==> src/rtl/ctrl_pkg.sv <==
// Shared definitions for the pipeline controller with multiply/divide sequencing:
// opcode and funct encodings, ALU operation codes, sequencer states and the
// control bundle that travels from decode into the execute stage.
package ctrl_pkg;

   localparam logic [5:0] OP_RTYPE = 6'b000000;
   localparam logic [5:0] OP_J     = 6'b000010;
   localparam logic [5:0] OP_JAL   = 6'b000011;
   localparam logic [5:0] OP_BEQ   = 6'b000100;
   localparam logic [5:0] OP_BNE   = 6'b000101;
   localparam logic [5:0] OP_ADDI  = 6'b001000;
   localparam logic [5:0] OP_ADDIU = 6'b001001;
   localparam logic [5:0] OP_SLTI  = 6'b001010;
   localparam logic [5:0] OP_SLTIU = 6'b001011;
   localparam logic [5:0] OP_ANDI  = 6'b001100;
   localparam logic [5:0] OP_ORI   = 6'b001101;
   localparam logic [5:0] OP_XORI  = 6'b001110;
   localparam logic [5:0] OP_LUI   = 6'b001111;
   localparam logic [5:0] OP_LW    = 6'b100011;
   localparam logic [5:0] OP_SW    = 6'b101011;

   localparam logic [5:0] FN_SLL   = 6'b000000;
   localparam logic [5:0] FN_SRL   = 6'b000010;
   localparam logic [5:0] FN_SRA   = 6'b000011;
   localparam logic [5:0] FN_JR    = 6'b001000;
   localparam logic [5:0] FN_MFHI  = 6'b010000;
   localparam logic [5:0] FN_MFLO  = 6'b010010;
   localparam logic [5:0] FN_MULT  = 6'b011000;
   localparam logic [5:0] FN_MULTU = 6'b011001;
   localparam logic [5:0] FN_DIV   = 6'b011010;
   localparam logic [5:0] FN_DIVU  = 6'b011011;
   localparam logic [5:0] FN_ADD   = 6'b100000;
   localparam logic [5:0] FN_ADDU  = 6'b100001;
   localparam logic [5:0] FN_SUB   = 6'b100010;
   localparam logic [5:0] FN_SUBU  = 6'b100011;
   localparam logic [5:0] FN_AND   = 6'b100100;
   localparam logic [5:0] FN_OR    = 6'b100101;
   localparam logic [5:0] FN_XOR   = 6'b100110;
   localparam logic [5:0] FN_NOR   = 6'b100111;
   localparam logic [5:0] FN_SLT   = 6'b101010;
   localparam logic [5:0] FN_SLTU  = 6'b101011;

   localparam logic [3:0] ALU_AND  = 4'b0000;
   localparam logic [3:0] ALU_OR   = 4'b0001;
   localparam logic [3:0] ALU_ADD  = 4'b0010;
   localparam logic [3:0] ALU_XOR  = 4'b0011;
   localparam logic [3:0] ALU_NOR  = 4'b0100;
   localparam logic [3:0] ALU_SLL  = 4'b0101;
   localparam logic [3:0] ALU_SUB  = 4'b0110;
   localparam logic [3:0] ALU_SLT  = 4'b0111;
   localparam logic [3:0] ALU_SRL  = 4'b1000;
   localparam logic [3:0] ALU_SRA  = 4'b1001;
   localparam logic [3:0] ALU_SLTU = 4'b1010;
   localparam logic [3:0] ALU_LUI  = 4'b1011;

   typedef enum logic [1:0] {
      IDLE = 2'b00,
      BUSY = 2'b01,
      DONE = 2'b10
   } md_state_t;

   typedef struct packed {
      logic       regWrite;
      logic [1:0] memToReg;
      logic       memWrite;
      logic       aluSrc;
      logic [1:0] regDst;
      logic       shift;
      logic [3:0] aluCode;
      logic       mdOp;
      logic       mdSigned;
      logic       mdDiv;
   } ctrl_t;

   // Classifies an R-type funct that writes rd from the ALU.
   // Returns {valid, isShift, aluCode}; valid=0 means the funct is not an ALU op.
   function automatic logic [5:0] rtypeAlu(input logic [5:0] funct);
      logic [5:0] r;
      r = '0;
      case (funct)
         FN_ADD, FN_ADDU : r = {2'b10, ALU_ADD};
         FN_SUB, FN_SUBU : r = {2'b10, ALU_SUB};
         FN_AND          : r = {2'b10, ALU_AND};
         FN_OR           : r = {2'b10, ALU_OR};
         FN_XOR          : r = {2'b10, ALU_XOR};
         FN_NOR          : r = {2'b10, ALU_NOR};
         FN_SLT          : r = {2'b10, ALU_SLT};
         FN_SLTU         : r = {2'b10, ALU_SLTU};
         FN_SLL          : r = {2'b11, ALU_SLL};
         FN_SRL          : r = {2'b11, ALU_SRL};
         FN_SRA          : r = {2'b11, ALU_SRA};
         default         : r = '0;
      endcase
      return r;
   endfunction

endpackage

==> src/rtl/pipeline_ctrl_md_if.sv <==
// Bundle of decode inputs and stage control outputs of the pipeline controller.
// The controller attaches through the slave modport; the datapath/hazard side
// (or a testbench) uses the master modport.
interface pipeline_ctrl_md_if #(
   parameter int ALUCW = 4
);

   logic [5:0]       opD;
   logic [5:0]       functD;
   logic             equalD;
   logic             flushE;

   logic             pcsrcD;
   logic             branchD;
   logic             bneD;
   logic             jumpD;
   logic             jrD;

   logic             regwriteE;
   logic [1:0]       memtoregE;
   logic             alusrcE;
   logic [1:0]       regdstE;
   logic             shiftE;
   logic [ALUCW-1:0] alucontrolE;
   logic             mdopE;
   logic             mdsignedE;
   logic             mddivE;

   logic             regwriteM;
   logic [1:0]       memtoregM;
   logic             memwriteM;
   logic             regwriteW;
   logic [1:0]       memtoregW;

   logic             mdbusy;
   logic             mddone;
   logic             stallMD;

   modport slave (
      input  opD, functD, equalD, flushE,
      output pcsrcD, branchD, bneD, jumpD, jrD,
      output regwriteE, memtoregE, alusrcE, regdstE, shiftE, alucontrolE,
      output mdopE, mdsignedE, mddivE,
      output regwriteM, memtoregM, memwriteM, regwriteW, memtoregW,
      output mdbusy, mddone, stallMD
   );

   modport master (
      output opD, functD, equalD, flushE,
      input  pcsrcD, branchD, bneD, jumpD, jrD,
      input  regwriteE, memtoregE, alusrcE, regdstE, shiftE, alucontrolE,
      input  mdopE, mdsignedE, mddivE,
      input  regwriteM, memtoregM, memwriteM, regwriteW, memtoregW,
      input  mdbusy, mddone, stallMD
   );

endinterface

==> src/rtl/md_sequencer.sv <==
// Multiply/divide occupancy sequencer. Once a mult/div is in E it counts the
// unit's latency so that mddone pulses exactly MD_LATENCY cycles later, which is
// the cycle at whose end HI/LO get written.
module md_sequencer
   import ctrl_pkg::*;
#(
   parameter int MD_LATENCY = 32,
   parameter int CNTW       = $clog2(MD_LATENCY + 1)
) (
   input  logic clk,
   input  logic reset,
   input  logic mdopE,
   output logic mdbusy,
   output logic mddone
);

   md_state_t       state_q, state_d;
   logic [CNTW-1:0] count_q, count_d;

   // State and counter registers; reset abandons any operation in flight,
   // so no late mddone can appear after reset is released.
   always_ff @(posedge clk or negedge reset) begin
      if (!reset) begin
         state_q <= IDLE;
         count_q <= '0;
      end else begin
         state_q <= state_d;
         count_q <= count_d;
      end
   end

   // Next state and outputs. The counter starts at MD_LATENCY-2 because the
   // IDLE->BUSY transition and the DONE cycle account for two of the cycles.
   always_comb begin
      state_d = state_q;
      count_d = count_q;
      mdbusy  = 1'b0;
      mddone  = 1'b0;
      case (state_q)
         IDLE: begin
            if (mdopE) begin
               state_d = BUSY;
               count_d = CNTW'(MD_LATENCY - 2);
            end
         end
         BUSY: begin
            mdbusy = 1'b1;
            if (count_q == '0) begin
               state_d = DONE;
            end else begin
               count_d = count_q - CNTW'(1);
            end
         end
         DONE: begin
            mdbusy  = 1'b1;
            mddone  = 1'b1;
            state_d = IDLE;
         end
         default: begin
            state_d = IDLE;
            count_d = '0;
         end
      endcase
   end

endmodule

==> src/rtl/pipeline_ctrl_md.sv <==
// Pipeline controller: decodes the D-stage instruction, carries its controls
// through E, M and W, and interlocks mult/div and mfhi/mflo against the
// multi-cycle multiply/divide unit.
module pipeline_ctrl_md
   import ctrl_pkg::*;
#(
   parameter int ALUCW      = 4,
   parameter int MD_LATENCY = 32,
   parameter int CNTW       = $clog2(MD_LATENCY + 1)
) (
   input logic              clk,
   input logic              reset,
   pipeline_ctrl_md_if.slave ctrl
);

   ctrl_t      ctrlD;
   logic       branchD, bneD, jumpD, jrD, mfhiloD;
   logic [5:0] aluR;

   ctrl_t      ctrlE_d, ctrlE_q;
   logic       regwriteM_q, memwriteM_q;
   logic [1:0] memtoregM_q;
   logic       regwriteW_q;
   logic [1:0] memtoregW_q;

   logic       mdbusy, mddone, stallMD;

   assign aluR = rtypeAlu(ctrl.functD);

   // Main decoder. Anything not recognised leaves every control at zero so a
   // garbage opcode behaves as a harmless bubble.
   always_comb begin
      ctrlD   = '0;
      branchD = 1'b0;
      bneD    = 1'b0;
      jumpD   = 1'b0;
      jrD     = 1'b0;
      mfhiloD = 1'b0;
      case (ctrl.opD)
         OP_RTYPE: begin
            if (aluR[5]) begin
               ctrlD.regWrite = 1'b1;
               ctrlD.regDst   = 2'b01;
               ctrlD.shift    = aluR[4];
               ctrlD.aluCode  = aluR[3:0];
            end else begin
               case (ctrl.functD)
                  FN_JR: jrD = 1'b1;
                  FN_MFHI, FN_MFLO: begin
                     mfhiloD        = 1'b1;
                     ctrlD.regWrite = 1'b1;
                     ctrlD.regDst   = 2'b01;
                  end
                  FN_MULT, FN_MULTU, FN_DIV, FN_DIVU: begin
                     ctrlD.mdOp     = 1'b1;
                     ctrlD.mdSigned = ~ctrl.functD[0];
                     ctrlD.mdDiv    = ctrl.functD[1];
                  end
                  default: ;
               endcase
            end
         end
         OP_LW: begin
            ctrlD.regWrite = 1'b1;
            ctrlD.memToReg = 2'b01;
            ctrlD.aluSrc   = 1'b1;
            ctrlD.aluCode  = ALU_ADD;
         end
         OP_SW: begin
            ctrlD.memWrite = 1'b1;
            ctrlD.aluSrc   = 1'b1;
            ctrlD.aluCode  = ALU_ADD;
         end
         OP_BEQ: begin
            branchD       = 1'b1;
            ctrlD.aluCode = ALU_SUB;
         end
         OP_BNE: begin
            bneD          = 1'b1;
            ctrlD.aluCode = ALU_SUB;
         end
         OP_ADDI, OP_ADDIU, OP_SLTI, OP_SLTIU, OP_ANDI, OP_ORI, OP_XORI, OP_LUI: begin
            ctrlD.regWrite = 1'b1;
            ctrlD.aluSrc   = 1'b1;
            case (ctrl.opD)
               OP_SLTI  : ctrlD.aluCode = ALU_SLT;
               OP_SLTIU : ctrlD.aluCode = ALU_SLTU;
               OP_ANDI  : ctrlD.aluCode = ALU_AND;
               OP_ORI   : ctrlD.aluCode = ALU_OR;
               OP_XORI  : ctrlD.aluCode = ALU_XOR;
               OP_LUI   : ctrlD.aluCode = ALU_LUI;
               default  : ctrlD.aluCode = ALU_ADD;
            endcase
         end
         OP_J: jumpD = 1'b1;
         OP_JAL: begin
            jumpD          = 1'b1;
            ctrlD.regWrite = 1'b1;
            ctrlD.regDst   = 2'b10;
            ctrlD.memToReg = 2'b10;
         end
         default: ;
      endcase
   end

   // A mult/div or HI/LO read in D must wait while the unit is (or is about to
   // become) occupied; the held instruction is replaced in E by a bubble.
   always_comb begin
      stallMD = (mdbusy | ctrlE_q.mdOp) & (ctrlD.mdOp | mfhiloD);
      ctrlE_d = (ctrl.flushE | stallMD) ? '0 : ctrlD;
   end

   // D->E control register.
   always_ff @(posedge clk or negedge reset) begin
      if (!reset) begin
         ctrlE_q <= '0;
      end else begin
         ctrlE_q <= ctrlE_d;
      end
   end

   // E->M and M->W registers advance every cycle with no enable.
   always_ff @(posedge clk or negedge reset) begin
      if (!reset) begin
         regwriteM_q <= 1'b0;
         memtoregM_q <= 2'b00;
         memwriteM_q <= 1'b0;
         regwriteW_q <= 1'b0;
         memtoregW_q <= 2'b00;
      end else begin
         regwriteM_q <= ctrlE_q.regWrite;
         memtoregM_q <= ctrlE_q.memToReg;
         memwriteM_q <= ctrlE_q.memWrite;
         regwriteW_q <= regwriteM_q;
         memtoregW_q <= memtoregM_q;
      end
   end

   md_sequencer #(
      .MD_LATENCY (MD_LATENCY),
      .CNTW       (CNTW)
   ) u_seq (
      .clk    (clk),
      .reset  (reset),
      .mdopE  (ctrlE_q.mdOp),
      .mdbusy (mdbusy),
      .mddone (mddone)
   );

   assign ctrl.pcsrcD      = (branchD & ctrl.equalD) | (bneD & ~ctrl.equalD);
   assign ctrl.branchD     = branchD;
   assign ctrl.bneD        = bneD;
   assign ctrl.jumpD       = jumpD;
   assign ctrl.jrD         = jrD;

   assign ctrl.regwriteE   = ctrlE_q.regWrite;
   assign ctrl.memtoregE   = ctrlE_q.memToReg;
   assign ctrl.alusrcE     = ctrlE_q.aluSrc;
   assign ctrl.regdstE     = ctrlE_q.regDst;
   assign ctrl.shiftE      = ctrlE_q.shift;
   assign ctrl.alucontrolE = ALUCW'(ctrlE_q.aluCode);
   assign ctrl.mdopE       = ctrlE_q.mdOp;
   assign ctrl.mdsignedE   = ctrlE_q.mdSigned;
   assign ctrl.mddivE      = ctrlE_q.mdDiv;

   assign ctrl.regwriteM   = regwriteM_q;
   assign ctrl.memtoregM   = memtoregM_q;
   assign ctrl.memwriteM   = memwriteM_q;
   assign ctrl.regwriteW   = regwriteW_q;
   assign ctrl.memtoregW   = memtoregW_q;

   assign ctrl.mdbusy      = mdbusy;
   assign ctrl.mddone      = mddone;
   assign ctrl.stallMD     = stallMD;

endmodule

==> src/flat_wrapper.sv <==
// flat-port wrapper written by rule: the top's interface ports become plain ports
module pipeline_ctrl_md_flat import ctrl_pkg::*;
#(
   parameter int ALUCW      = 4,
   parameter int MD_LATENCY = 32,
   parameter int CNTW       = $clog2(MD_LATENCY + 1)
)
  (clk, reset, ctrl_opD, ctrl_functD, ctrl_equalD, ctrl_flushE, ctrl_pcsrcD, ctrl_branchD, ctrl_bneD, ctrl_jumpD, ctrl_jrD, ctrl_regwriteE, ctrl_memtoregE, ctrl_alusrcE, ctrl_regdstE, ctrl_shiftE, ctrl_alucontrolE, ctrl_mdopE, ctrl_mdsignedE, ctrl_mddivE, ctrl_regwriteM, ctrl_memtoregM, ctrl_memwriteM, ctrl_regwriteW, ctrl_memtoregW, ctrl_mdbusy, ctrl_mddone, ctrl_stallMD);
  pipeline_ctrl_md_if #(.ALUCW(ALUCW)) ctrl_i ();
  input logic clk;
  input logic reset;
  input wire logic [$bits(ctrl_i.opD)-1:0] ctrl_opD;
  input wire logic [$bits(ctrl_i.functD)-1:0] ctrl_functD;
  input wire logic [$bits(ctrl_i.equalD)-1:0] ctrl_equalD;
  input wire logic [$bits(ctrl_i.flushE)-1:0] ctrl_flushE;
  output wire logic [$bits(ctrl_i.pcsrcD)-1:0] ctrl_pcsrcD;
  output wire logic [$bits(ctrl_i.branchD)-1:0] ctrl_branchD;
  output wire logic [$bits(ctrl_i.bneD)-1:0] ctrl_bneD;
  output wire logic [$bits(ctrl_i.jumpD)-1:0] ctrl_jumpD;
  output wire logic [$bits(ctrl_i.jrD)-1:0] ctrl_jrD;
  output wire logic [$bits(ctrl_i.regwriteE)-1:0] ctrl_regwriteE;
  output wire logic [$bits(ctrl_i.memtoregE)-1:0] ctrl_memtoregE;
  output wire logic [$bits(ctrl_i.alusrcE)-1:0] ctrl_alusrcE;
  output wire logic [$bits(ctrl_i.regdstE)-1:0] ctrl_regdstE;
  output wire logic [$bits(ctrl_i.shiftE)-1:0] ctrl_shiftE;
  output wire logic [$bits(ctrl_i.alucontrolE)-1:0] ctrl_alucontrolE;
  output wire logic [$bits(ctrl_i.mdopE)-1:0] ctrl_mdopE;
  output wire logic [$bits(ctrl_i.mdsignedE)-1:0] ctrl_mdsignedE;
  output wire logic [$bits(ctrl_i.mddivE)-1:0] ctrl_mddivE;
  output wire logic [$bits(ctrl_i.regwriteM)-1:0] ctrl_regwriteM;
  output wire logic [$bits(ctrl_i.memtoregM)-1:0] ctrl_memtoregM;
  output wire logic [$bits(ctrl_i.memwriteM)-1:0] ctrl_memwriteM;
  output wire logic [$bits(ctrl_i.regwriteW)-1:0] ctrl_regwriteW;
  output wire logic [$bits(ctrl_i.memtoregW)-1:0] ctrl_memtoregW;
  output wire logic [$bits(ctrl_i.mdbusy)-1:0] ctrl_mdbusy;
  output wire logic [$bits(ctrl_i.mddone)-1:0] ctrl_mddone;
  output wire logic [$bits(ctrl_i.stallMD)-1:0] ctrl_stallMD;
  assign ctrl_i.opD = ctrl_opD;
  assign ctrl_i.functD = ctrl_functD;
  assign ctrl_i.equalD = ctrl_equalD;
  assign ctrl_i.flushE = ctrl_flushE;
  assign ctrl_pcsrcD = ctrl_i.pcsrcD;
  assign ctrl_branchD = ctrl_i.branchD;
  assign ctrl_bneD = ctrl_i.bneD;
  assign ctrl_jumpD = ctrl_i.jumpD;
  assign ctrl_jrD = ctrl_i.jrD;
  assign ctrl_regwriteE = ctrl_i.regwriteE;
  assign ctrl_memtoregE = ctrl_i.memtoregE;
  assign ctrl_alusrcE = ctrl_i.alusrcE;
  assign ctrl_regdstE = ctrl_i.regdstE;
  assign ctrl_shiftE = ctrl_i.shiftE;
  assign ctrl_alucontrolE = ctrl_i.alucontrolE;
  assign ctrl_mdopE = ctrl_i.mdopE;
  assign ctrl_mdsignedE = ctrl_i.mdsignedE;
  assign ctrl_mddivE = ctrl_i.mddivE;
  assign ctrl_regwriteM = ctrl_i.regwriteM;
  assign ctrl_memtoregM = ctrl_i.memtoregM;
  assign ctrl_memwriteM = ctrl_i.memwriteM;
  assign ctrl_regwriteW = ctrl_i.regwriteW;
  assign ctrl_memtoregW = ctrl_i.memtoregW;
  assign ctrl_mdbusy = ctrl_i.mdbusy;
  assign ctrl_mddone = ctrl_i.mddone;
  assign ctrl_stallMD = ctrl_i.stallMD;
  pipeline_ctrl_md #(.ALUCW(ALUCW), .MD_LATENCY(MD_LATENCY), .CNTW(CNTW)) u_core (.clk(clk), .reset(reset), .ctrl(ctrl_i));
endmodule
==> config.mk <==
export PLATFORM = sky130hd
export DESIGN_NAME = pipeline_ctrl_md_flat
export DESIGN_NICKNAME = d
export VERILOG_FILES = /design/src/rtl/ctrl_pkg.sv /design/src/rtl/pipeline_ctrl_md_if.sv /design/src/rtl/md_sequencer.sv /design/src/rtl/pipeline_ctrl_md.sv /design/src/flat_wrapper.sv
export SDC_FILE = /design/constraint.sdc
export NUM_CORES = 1
export LEC_CHECK = 0
export CAP_MARGIN = 5
export CELL_PAD_IN_SITES_DETAIL_PLACEMENT = 1
export CELL_PAD_IN_SITES_GLOBAL_PLACEMENT = 2
export CORE_MARGIN = 2
export CORE_UTILIZATION = 30
export CTS_CLUSTER_SIZE = 12
export DETAILED_ROUTE_END_ITERATION = 10
export PLACE_DENSITY_LB_ADDON = 0.1
export SLEW_MARGIN = 30
export SYNTH_ARGS = -nofsm -noshare
export SYNTH_HDL_FRONTEND = slang
export SYNTH_HIERARCHICAL = 1
export SYNTH_SLANG_ARGS = --single-unit
==> constraint.sdc <==
create_clock -name clk -period 2.7 [get_ports clk]
set_clock_uncertainty 0.2 [all_clocks]
set_input_delay 0.54 -clock clk [delete_from_list [all_inputs] [get_ports clk]]
set_output_delay 0.54 -clock clk [all_outputs]
set_load 0.01 [all_outputs]
==> out/metrics.cfg, run 1 <==
[final_layout]
finish.utilization_pct = 45.7
layout-drive-gt1-share_pct = 28.8
area_growth_pct = 46.3
final_cell_mix = buf_4, clkdlybuf4s50_1, dfrtp_1
mostFrequentLayoutCell = buf_4
stdcell_area_um2 = 2700
diodes = 0
fin_nets = 296
finalNonFillerCells = 346

[global_route]
grt_max_degree = 31
grt_pass1_wl_um = 9370
grt-ovfl-total = 0
antenna_found_initial = 0
grt_usage_pct = 18.4
grt_pass1_vias = 1940

[logic_synthesis]
synth-main-ff-cell = dfrtp_1
async_reset_ff_share_pct = 100
synth_area_leaders = dfrtp_1, ha_1, buf_4, inv_1, nor3_1
synth_area_per_cell_um2 = 9.43
yosysWarnings = 6
seq_area_frac_synth_pct = 40.6
synthCells = 196
yosysUniqueCellTypes = 54
synth_edf_count = 0
synth.cell_area_um2 = 1850
syn-num-nets = 222
synth_top_area_cell = dfrtp_1
synth_top_cell_area_share_pct = 40.6
synth_seq_cells = 30

[clock_network]
cts_tree = built
numClockSinks = 30
clk_path_buf_depth = 2
clk_pin_slew_ns = 0.06
cts_made_buffers = 5
clk_latency_ns = 0.28
cts-root-buf = clkbuf_8
htreeDepth = 2

[floorplan]
die_y_um = 82.5
core-area_um2 = 5920
ios = 45
initial_core_util_pct = 31.2
rows = 28
dieArea_um2 = 6800
die_x_um = 82.5

[power_and_ir_drop]
vdd_drop_max_mv = 0.230
powerDensity_nw_per_um2 = 507
leakagePower_nw = 1.20

[placement]
port_buffers = 44
routabilityCongestion = 0.867
dp_slack_ns = -0.748
placed_cells = 331
placed_area_um2 = 2530
dp_hpwl_um = 4160

[setup_path]
rr_worst_depth = 5
reg2reg_slack_ns = 0.65
worstSetupPathType = primary input to output port
critPathRequiredTime_ns = 1.96
worst_r2r_startpoint = u_core/u_seq/state_q[1]$_DFFE_PN0P_
rr_endpoint = u_core/u_seq/count_q[3]$_DFFE_PN0P_
path_max_fanout = 3
start_kind = primary input
crit_arrival_ns = 1.92
end_kind = output port

[status]
status = completed

[sta]
slew_violations = 0
min_period_ns = 2.66
hold_ws_ns = 0.165
fin_ws_ns = 0.0425
rsz0062_at_grt = false
hold_viol = 0
tightest_slew_ns = 0.421
setup_viol = 0
slew_headroom_pct = 71.9
post-route-period-util_pct = 98.4
fmax_mhz = 376

[routing]
vias = 1746
antenna_left = 0
wl_per_cell_um = 16.6
drt-total-wl_um = 5760
dr.pass1.iters = 4
drtIter0Drc = 89
vias_per_cell = 5.05
route.detailed.drc = 0

[worst_hold_path]
holdPathEnd = u_core/ctrl.memwriteM$_DFF_PN0_
hp-class = flop to flop
worstHoldStart = u_core/ctrlE_q[11]$_DFF_PN0_
hold_depth = 0

[job]
drv_cap = 0

[flip-flops by register name, indices dropped and copies added (netlist names)]
signal / count
u_core/u_seq/count_q: 6
u_core/ctrl.alucontrolE: 4
u_core/ctrl.memtoregE: 2
u_core/ctrl.memtoregM: 2
u_core/ctrl.memtoregW: 2
u_core/ctrl.regdstE: 2
u_core/u_seq/state_q: 2
u_core/ctrl.alusrcE: 1
u_core/ctrl.mddivE: 1
u_core/ctrl.mdopE: 1
u_core/ctrl.mdsignedE: 1
u_core/ctrl.memwriteM: 1
u_core/ctrl.regwriteE: 1
u_core/ctrl.regwriteM: 1
u_core/ctrl.regwriteW: 1
u_core/ctrl.shiftE: 1
u_core/ctrlE_q: 1
[cells in the mapped netlist, types with 3 or more instances]
cell type	number
dfrtp_1	30
inv_1	16
nor2_1	12
nand2_1	11
nor3_1	11
a21oi_1	10
ha_1	10
buf_4	8
o21ai_0	6
clkbuf_1	5
nor2b_1	5
nand3_1	4
and3_1	3
buf_2	3
nand2b_1	3
nor4_1	3
o211ai_1	3
or3_1	3
or4_1	3
[through the flow]
stage	setup TNS (ns)	total power [mW]
CTS	0	1.39
floorplan	0	0.823
global route	0	1.46
finish	0	1.37
detailed placement	-7.42	1.00
global placement	-5.87	0.972
[kinds of logic after synthesis]
kind of cell,Yosys count,synth area share [%]
muxes,1,0.542
DFF,30,40.6
adders and majority gates,10,6.77
AOI/OAI and AO/OA,46,18.5
buffers and inverters,35,9.34
and+or+nand+nor,73,23.8
xor gates and xnor gates,1,0.474
[worst max-delay path by stage]
stage                        start      endpoint  cells after the start
finish              ctrl_functD[0]  ctrl_stallMD                      7
global route           ctrl_opD[0]   ctrl_pcsrcD                      5
CTS                    ctrl_opD[2]      ctrl_jrD                      6
detailed placement  ctrl_functD[1]  ctrl_stallMD                      7
global placement       ctrl_opD[5]  ctrl_stallMD                      6
floorplan              ctrl_opD[5]      ctrl_jrD                      5
[cell type report]
type,count,area (um2)
fill,694,3220
multi-input combinational,131,983
sequential,30,751
timing repair buffer,86,721
tap,75,93.8
clock buffer,6,82.6
inverter,16,60.1
clock inverter,2,12.5
[worst max-delay path, stage by stage]
cell and delay [ns]:
buf_2 0.12, buf_4 0.14, ha_2 0.17, or4_4 0.54, o2bb2ai_4 0.14, and3_1 0.14
buf_2 0.13
[timing repair]
| action | 4_1_cts | 5_1_grt |
|---|---|---|
| endpoints found under the setup margin | 16 | 5 |
| hold buffers | 0 | 0 |
| pin swaps | 5 | 5 |
| gates resized for setup | 43 | 6 |
| setup buffers | 8 | 0 |
[per-layer routing]
metal,GRT usage (%),vias to the layer above,part of all wire (%)
met5,0,-,0
met4,9.00,0,2.6
met3,2.50,11,2.9
met2,33.6,42,54
met1,20.9,849,40
li1,-,844,-
[power by group]
part / internal [mW] / total (mW) / switching [mW]
Combinational: 0.206 / 0.458 / 0.252
Sequential: 0.490 / 0.536 / 0.0464
Clock: 0.205 / 0.375 / 0.170
Total: 0.901 / 1.37 / 0.469
Power figures use the tool's default switching activity.
==> run 2, diff against run 1 <==
--- a/config.mk
+++ b/config.mk
@@ -12,7 +12,8 @@
 export CORE_UTILIZATION = 30
 export CTS_CLUSTER_SIZE = 12
 export DETAILED_ROUTE_END_ITERATION = 10
-export PLACE_DENSITY_LB_ADDON = 0.1
+export MAX_ROUTING_LAYER = met4
+export PLACE_DENSITY_LB_ADDON = 0.3
 export SLEW_MARGIN = 30
 export SYNTH_ARGS = -nofsm -noshare
 export SYNTH_HDL_FRONTEND = slang
==> run 2 against run 1 <==
Worst setup slack worse by 0.0044 ns. Die area is the same. Via count shrank 2.5%. Register-to-register slack worse by 0.02 ns. Wire length shrank 12%. First-iteration DRC count decreased by 34%. Non-clock buffer count fell by 9. Final cell count down 2.6%. Global-route usage decreased by 2.0 points. Critical endpoint unchanged. Largest cell class unchanged. Largest power group is now the clock network.
==> out/metrics.cfg, run 2 (synthesized netlist as in run 1, its figures left out) <==
[clock_network]
cts_tree = built
numClockSinks = 30
clk_pin_slew_ns = 0.07
htreeDepth = 2
cts_made_buffers = 5
clk_latency_ns = 0.28
cts_hold_repair.buffers = 0
cts-root-buf = clkbuf_8
clk_path_buf_depth = 2

[setup_path]
worstSetupPathType = primary input to output port
slowest_stage = clkdlybuf4s50_1
crit_buf_inv = 2
critPathRequiredTime_ns = 1.96
crit_arrival_ns = 1.92
critPathTopFamily = simple AND/OR/NAND/NOR gates
slowest_delay_ns = 0.49
end_kind = output port
crit_chain = clkdlybuf4s50_1, or3b_4, o2bb2ai_4, and3_4, buf_6
start_kind = primary input
path_max_fanout = 3

[final_layout]
mostFrequentLayoutCell = clkdlybuf4s50_1
fin_nets = 287
top_register = u_core/u_seq/count_q
stdcell_area_um2 = 2700
largest_reg_flops = 6
area_growth_pct = 46.3
layout-drive-gt1-share_pct = 26.7
final_cell_mix = clkdlybuf4s50_1, buf_4, dfrtp_1
diodes = 0

[floorplan]
core-area_um2 = 5920
dieArea_um2 = 6800
initial_core_util_pct = 31.2
rows = 28
die_x_um = 82.5
ios = 45
die_y_um = 82.5

[power_and_ir_drop]
leakagePower_nw = 1.19
powerDensity_nw_per_um2 = 574
vdd_drop_max_mv = 0.250

[routing]
antenna_left = 0
drtIter0Drc = 59
dr.pass1.iters = 4
route.met2.wl_um = 2490
wl_met1_um = 2410
top_layer = met4
wl_per_cell_um = 15.1
route.detailed.drc = 0
drt-total-wl_um = 5080
vias = 1703
vias_per_cell = 5.05
route.met3.wl_um = 131

[sta]
min_period_ns = 2.66
slew_headroom_pct = 74.5
hold_viol = 0
setup_viol = 0
tightest_slew_ns = 0.383
setup_tns_ns = 0
post-route-period-util_pct = 98.6
fmax_mhz = 376
fin_ws_ns = 0.0381
slew_violations = 0

[global_route]
grt_max_degree = 31
grt_usage_pct = 16.4
grt-ovfl-total = 0
antenna_found_initial = 0
grt_pass1_wl_um = 8310
grt_pass1_vias = 1706

[placement]
dp_hpwl_um = 3910
port_buffers = 44
dp_slack_ns = -0.752
placed_area_um2 = 2510
routabilityCongestion = 0.834

[job]
drv_cap = 0

[worst_hold_path]
hp-class = flop to flop

[status]
status = completed

==> run 2: worst register-to-register path, cell delays in order (launching register included) <==
cell     delay (ns)
dfrtp_1        0.40
inv_1          0.08
ha_1           0.32
nor2_1         0.15
inv_1          0.12
a31o_2         0.33
buf_4          0.16
a21oi_1        0.19
==> run 2: area by class of cell <==
class                      count  area [um2]
sequential                    30         751
fill                         690        3220
timing repair buffer          77         659
clock buffer                   6        82.6
multi-input combinational    131         997
clock inverter                 2        60.1
tap                           75        93.8
inverter                      16        60.1
==> run 2: through the flow <==
step | utilization [%] | instances | power [mW] | hold slack, ns
finish | 45.7 | 337 | 1.55 | 0.162
global route | 45.7 | 337 | 1.65 | 0.173
CTS | 45.2 | 337 | 1.56 | 0.161
detailed placement | 42.4 | 328 | 0.990 | 0.145
global placement | 42.4 | 328 | 0.978 | 0.133
floorplan | - | 196 | 0.823 | 0.0444
==> run 2: timing repair <==
item,4_1_cts,5_1_grt
pin swaps,6,6
setup buffers,1,0
resized for setup,38,12
endpoints found under the setup margin,11,4
==> run 2: path summary, 6_finish.rpt <==
kind                                                      from                              endpoint  slack (ns)  cells after the start
setup / recovery                                ctrl_functD[2]                          ctrl_stallMD        0.04                      5
hold / removal                    u_core/ctrlE_q[11]$_DFF_PN0_       u_core/ctrl.memwriteM$_DFF_PN0_        0.16                      0
setup reg to reg           u_core/u_seq/state_q[0]$_DFFE_PN0P_  u_core/ctrl.alucontrolE[0]$_DFF_PN0_        0.63                      7
hold reg to reg                   u_core/ctrlE_q[11]$_DFF_PN0_       u_core/ctrl.memwriteM$_DFF_PN0_        0.16                      0
max in group asynchronous                                reset    u_core/ctrl.memtoregM[0]$_DFF_PN0_        1.56                      2
min in group asynchronous                                reset   u_core/u_seq/state_q[1]$_DFFE_PN0P_        0.45                      2
==> run 2: power by group <==
group | internal, mW | total (mW) | switching (mW)
logic | 0.204 | 0.446 | 0.242
registers | 0.490 | 0.538 | 0.0487
clock network | 0.394 | 0.566 | 0.173
total | 1.09 | 1.55 | 0.463
==> run 2: layer usage <==
metal / vias up / GRT usage [%]
met4: 0 / 4.00
met2: 26 / 26.9
li1: 823 / -
met5: - / -
met3: 4 / 2.61
met1: 850 / 21.3
==> run 3, diff against run 2 <==
--- a/config.mk
+++ b/config.mk
@@ -14,8 +14,8 @@
 export DETAILED_ROUTE_END_ITERATION = 10
 export MAX_ROUTING_LAYER = met4
 export PLACE_DENSITY_LB_ADDON = 0.3
+export SKIP_LAST_GASP = 1
 export SLEW_MARGIN = 30
 export SYNTH_ARGS = -nofsm -noshare
 export SYNTH_HDL_FRONTEND = slang
-export SYNTH_HIERARCHICAL = 1
 export SYNTH_SLANG_ARGS = --single-unit
==> constraint.sdc (replaced) <==
create_clock -name clk -period 2.7 [get_ports clk]
set_clock_uncertainty 0.2 [all_clocks]
set_input_delay 0.54 -clock clk [delete_from_list [all_inputs] [get_ports clk]]
set_output_delay 0.54 -clock clk [all_outputs]
set_load 0.005 [all_outputs]
==> run 3 against run 2 <==
The run now ends with setup timing left. Sequential power is 2% lower. First-iteration DRC count is 6.8% lower. Maximum frequency shrank 1.8%. Power shrank 9.1%. Flip-flop and latch count unchanged. Global-route usage shrank 0.28 points. Critical path depth is 2 higher. Wire length down 4.0%. Design area up 0.19%. Clock power decreased by 1%. Worst setup slack got worse by 0.048 ns. Count of clock-buffer cells in the layout is the same. Largest power group unchanged.
==> out/metrics.cfg, run 3 <==
[status]
status = finished, violations left
failed_checks = setup timing

[logic_synthesis]
yosysUniqueCellTypes = 56
synth_area_leaders = dfrtp_1, ha_1, buf_4, a21oi_1, o21ai_0
seq_area_frac_synth_pct = 40.6
synth.cell_area_um2 = 1850
async_reset_ff_share_pct = 100
synth_commonest_cells = dfrtp_1, nor2_1
synthMostInstantiatedCell = dfrtp_1
synth_edf_count = 0
synth_compound_area_share_pct = 14.4
synth-main-ff-cell = dfrtp_1
synth_top_area_cell = dfrtp_1
synth_area_per_cell_um2 = 9.88
synthSimpleGateAreaFrac_pct = 26.6
synth_seq_cells = 30
yosysWarnings = 0
synthAdderAreaFrac_pct = 6.77
synthCells = 187
synth_top_cell_area_share_pct = 40.6
syn-num-nets = 213
synth_top_family_by_area = simple AND/OR/NAND/NOR gates
synth_xor_area_share_pct = 0.474
synth_mux_area_share_pct = 1.15

[clock_network]
numClockSinks = 30
clk_path_buf_depth = 2
cts_made_buffers = 5
clk_latency_ns = 0.27
clk_pin_slew_ns = 0.06
cts_tree = built
htreeDepth = 2
cts-root-buf = clkbuf_8
cts_hold_repair.buffers = 0

[routing]
dr.pass1.iters = 4
drtIter0Drc = 55
route.detailed.drc = 0
vias_per_cell = 4.92
route.met3.wl_um = 158
antenna_left = 0
top_layer = met4
route.met2.wl_um = 2510
wl_met1_um = 2160
vias = 1654
drt-total-wl_um = 4870
wl_per_cell_um = 14.5

[global_route]
grt_pass1_vias = 1660
grt_max_degree = 31
grt-ovfl-total = 0
antenna_found_initial = 0
grt_pass1_wl_um = 7960
grt_usage_pct = 16.2

[sta]
fmax_mhz = 369
tightest_slew_ns = 0.416
rsz0062_at_grt = true
post-route-period-util_pct = 100
slew_headroom_pct = 71.6
min_period_ns = 2.71
fin_ws_ns = -0.00994
setup_viol = 1
hold_viol = 0
slew_violations = 0

[job]
drv_cap = 0

[final_layout]
area_growth_pct = 46.6
finalNonFillerCells = 336
stdcell_area_um2 = 2710
layout-drive-gt1-share_pct = 31.0
fin_nets = 286
final_cell_mix = buf_4, clkdlybuf4s50_1, dfrtp_1
diodes = 0
mostFrequentLayoutCell = buf_4
largest_reg_flops = 6
top_register = u_core.u_seq.count_q

[floorplan]
die_y_um = 82.5
rows = 28
core-area_um2 = 5920
dieArea_um2 = 6800
die_x_um = 82.5
initial_core_util_pct = 31.2
ios = 45

[setup_path]
start_kind = primary input
path_max_fanout = 4
worstSetupPathType = primary input to output port
critPathRequiredTime_ns = 1.96
end_kind = output port
crit_arrival_ns = 1.97

[power_and_ir_drop]
p_sw_share_pct = 26.3
p_switching_uw = 370
power.internal_mw = 1.04
leakagePower_nw = 1.19
sequentialPowerShare_pct = 37.3
powerDensity_nw_per_um2 = 520
combPwrFrac_pct = 23.0
vdd_drop_max_mv = 0.268
clock_power_share_pct = 39.8
finalPower_mw = 1.41

[placement]
port_buffers = 44
placed_cells = 323
dp_hpwl_um = 3620
routabilityCongestion = 0.809
placed_area_um2 = 2480

[worst_hold_path]
hp-class = flop to flop

==> run 3: changes by cell type in the layout (fill, tap and decap cells not counted), moves of 3 or more <==
| cell | change |
|---|---|
| inv_1 | -8 |
| nor3_1 | -8 |
| buf_4 | +5 |
| dlygate4sd2_1 | +4 |
| nor3b_1 | +4 |
| nor4_1 | +4 |
| o21ai_0 | +4 |
| a21oi_2 | +3 |
| buf_2 | -3 |
| clkdlybuf4s50_1 | -3 |
| nand3_1 | +3 |
| or3_4 | +3 |
==> run 3: critical path, stage by stage <==
cell and delay, ns:
clkdlybuf4s15_1 0.18, or3_4 0.40, buf_6 0.13, nor2_4 0.09, or3b_4 0.39, nor2_2 0.11, buf_2 0.12
==> run 3: layer usage <==
metal | vias to the layer above | track usage [%]
met1 | 819 | 18.8
met4 | 0 | 6.00
li1 | 805 | -
met3 | 2 | 3.15
met2 | 28 | 27.6
met5 | - | -
==> run 3: area by class of cell <==
| cell class | instances | area [um2] |
|---|---|---|
| clock inverter | 2 | 60.1 |
| multi-input combinational | 132 | 980 |
| timing repair buffer | 83 | 712 |
| sequential | 30 | 751 |
| fill | 679 | 3210 |
| tap | 75 | 93.8 |
| clock buffer | 6 | 82.6 |
| inverter | 8 | 30.0 |
==> run 3: worst paths after layout <==
path	startpoint	end	slack [ns]	cells after the start
max in group asynchronous	reset	u_core.ctrl.alusrcE$_DFF_PN0_	1.56	2
min in group asynchronous	reset	u_core.u_seq.count_q[5]$_DFFE_PN0P_	0.46	2
setup reg to reg	u_core.u_seq.state_q[0]$_DFFE_PN0P_	u_core.u_seq.count_q[4]$_DFFE_PN0P_	0.51	7
hold reg to reg	u_core.ctrlE_q[11]$_DFF_PN0_	u_core.ctrl.memwriteM$_DFF_PN0_	0.15	0
setup / recovery	ctrl_opD[3]	ctrl_stallMD	-0.01	7
hold / removal	u_core.ctrlE_q[11]$_DFF_PN0_	u_core.ctrl.memwriteM$_DFF_PN0_	0.15	0
==> run 3: through the flow <==
stage | hold slack, ns | util (%) | TNS [ns] | worst slack, ns
global placement | 0.134 | 41.9 | -8.37 | -0.765
finish | 0.149 | 45.8 | -0.00994 | -0.00994
CTS | 0.151 | 45.2 | -0.0387 | -0.0387
detailed placement | 0.139 | 41.9 | -9.40 | -0.818
global route | 0.154 | 45.8 | -0.0665 | -0.0607
floorplan | 0.0444 | - | 0 | 0.124
==> run 3: logic make-up (layout without fill, tap and decap cells) <==
family / Yosys count / count (layout)
simple gates: 80 / 80
compound gates: 39 / 39
flops: 30 / 30
buf+inv: 25 / 99
fa+ha+maj: 10 / 10
mux: 2 / 2
xor+xnor: 1 / 1
==> run 3: power groups by stage <==
stage	Clock, mW	Sequential, mW	Combinational (mW)
after detailed placement	0	0.533	0.318
after floorplan	0	0.523	0.194
after global placement	0	0.532	0.310
after CTS	0.580	0.525	0.323
final	0.560	0.525	0.324
after global routing	0.606	0.534	0.367
==> run 3: what timing repair did <==
item | 4_1_cts | 5_1_grt
setup endpoints to repair | 20 | 3
cloned | 0 | 0
pin swaps | 6 | 4
buffers inserted | 3 | 2
resized for setup | 33 | 13
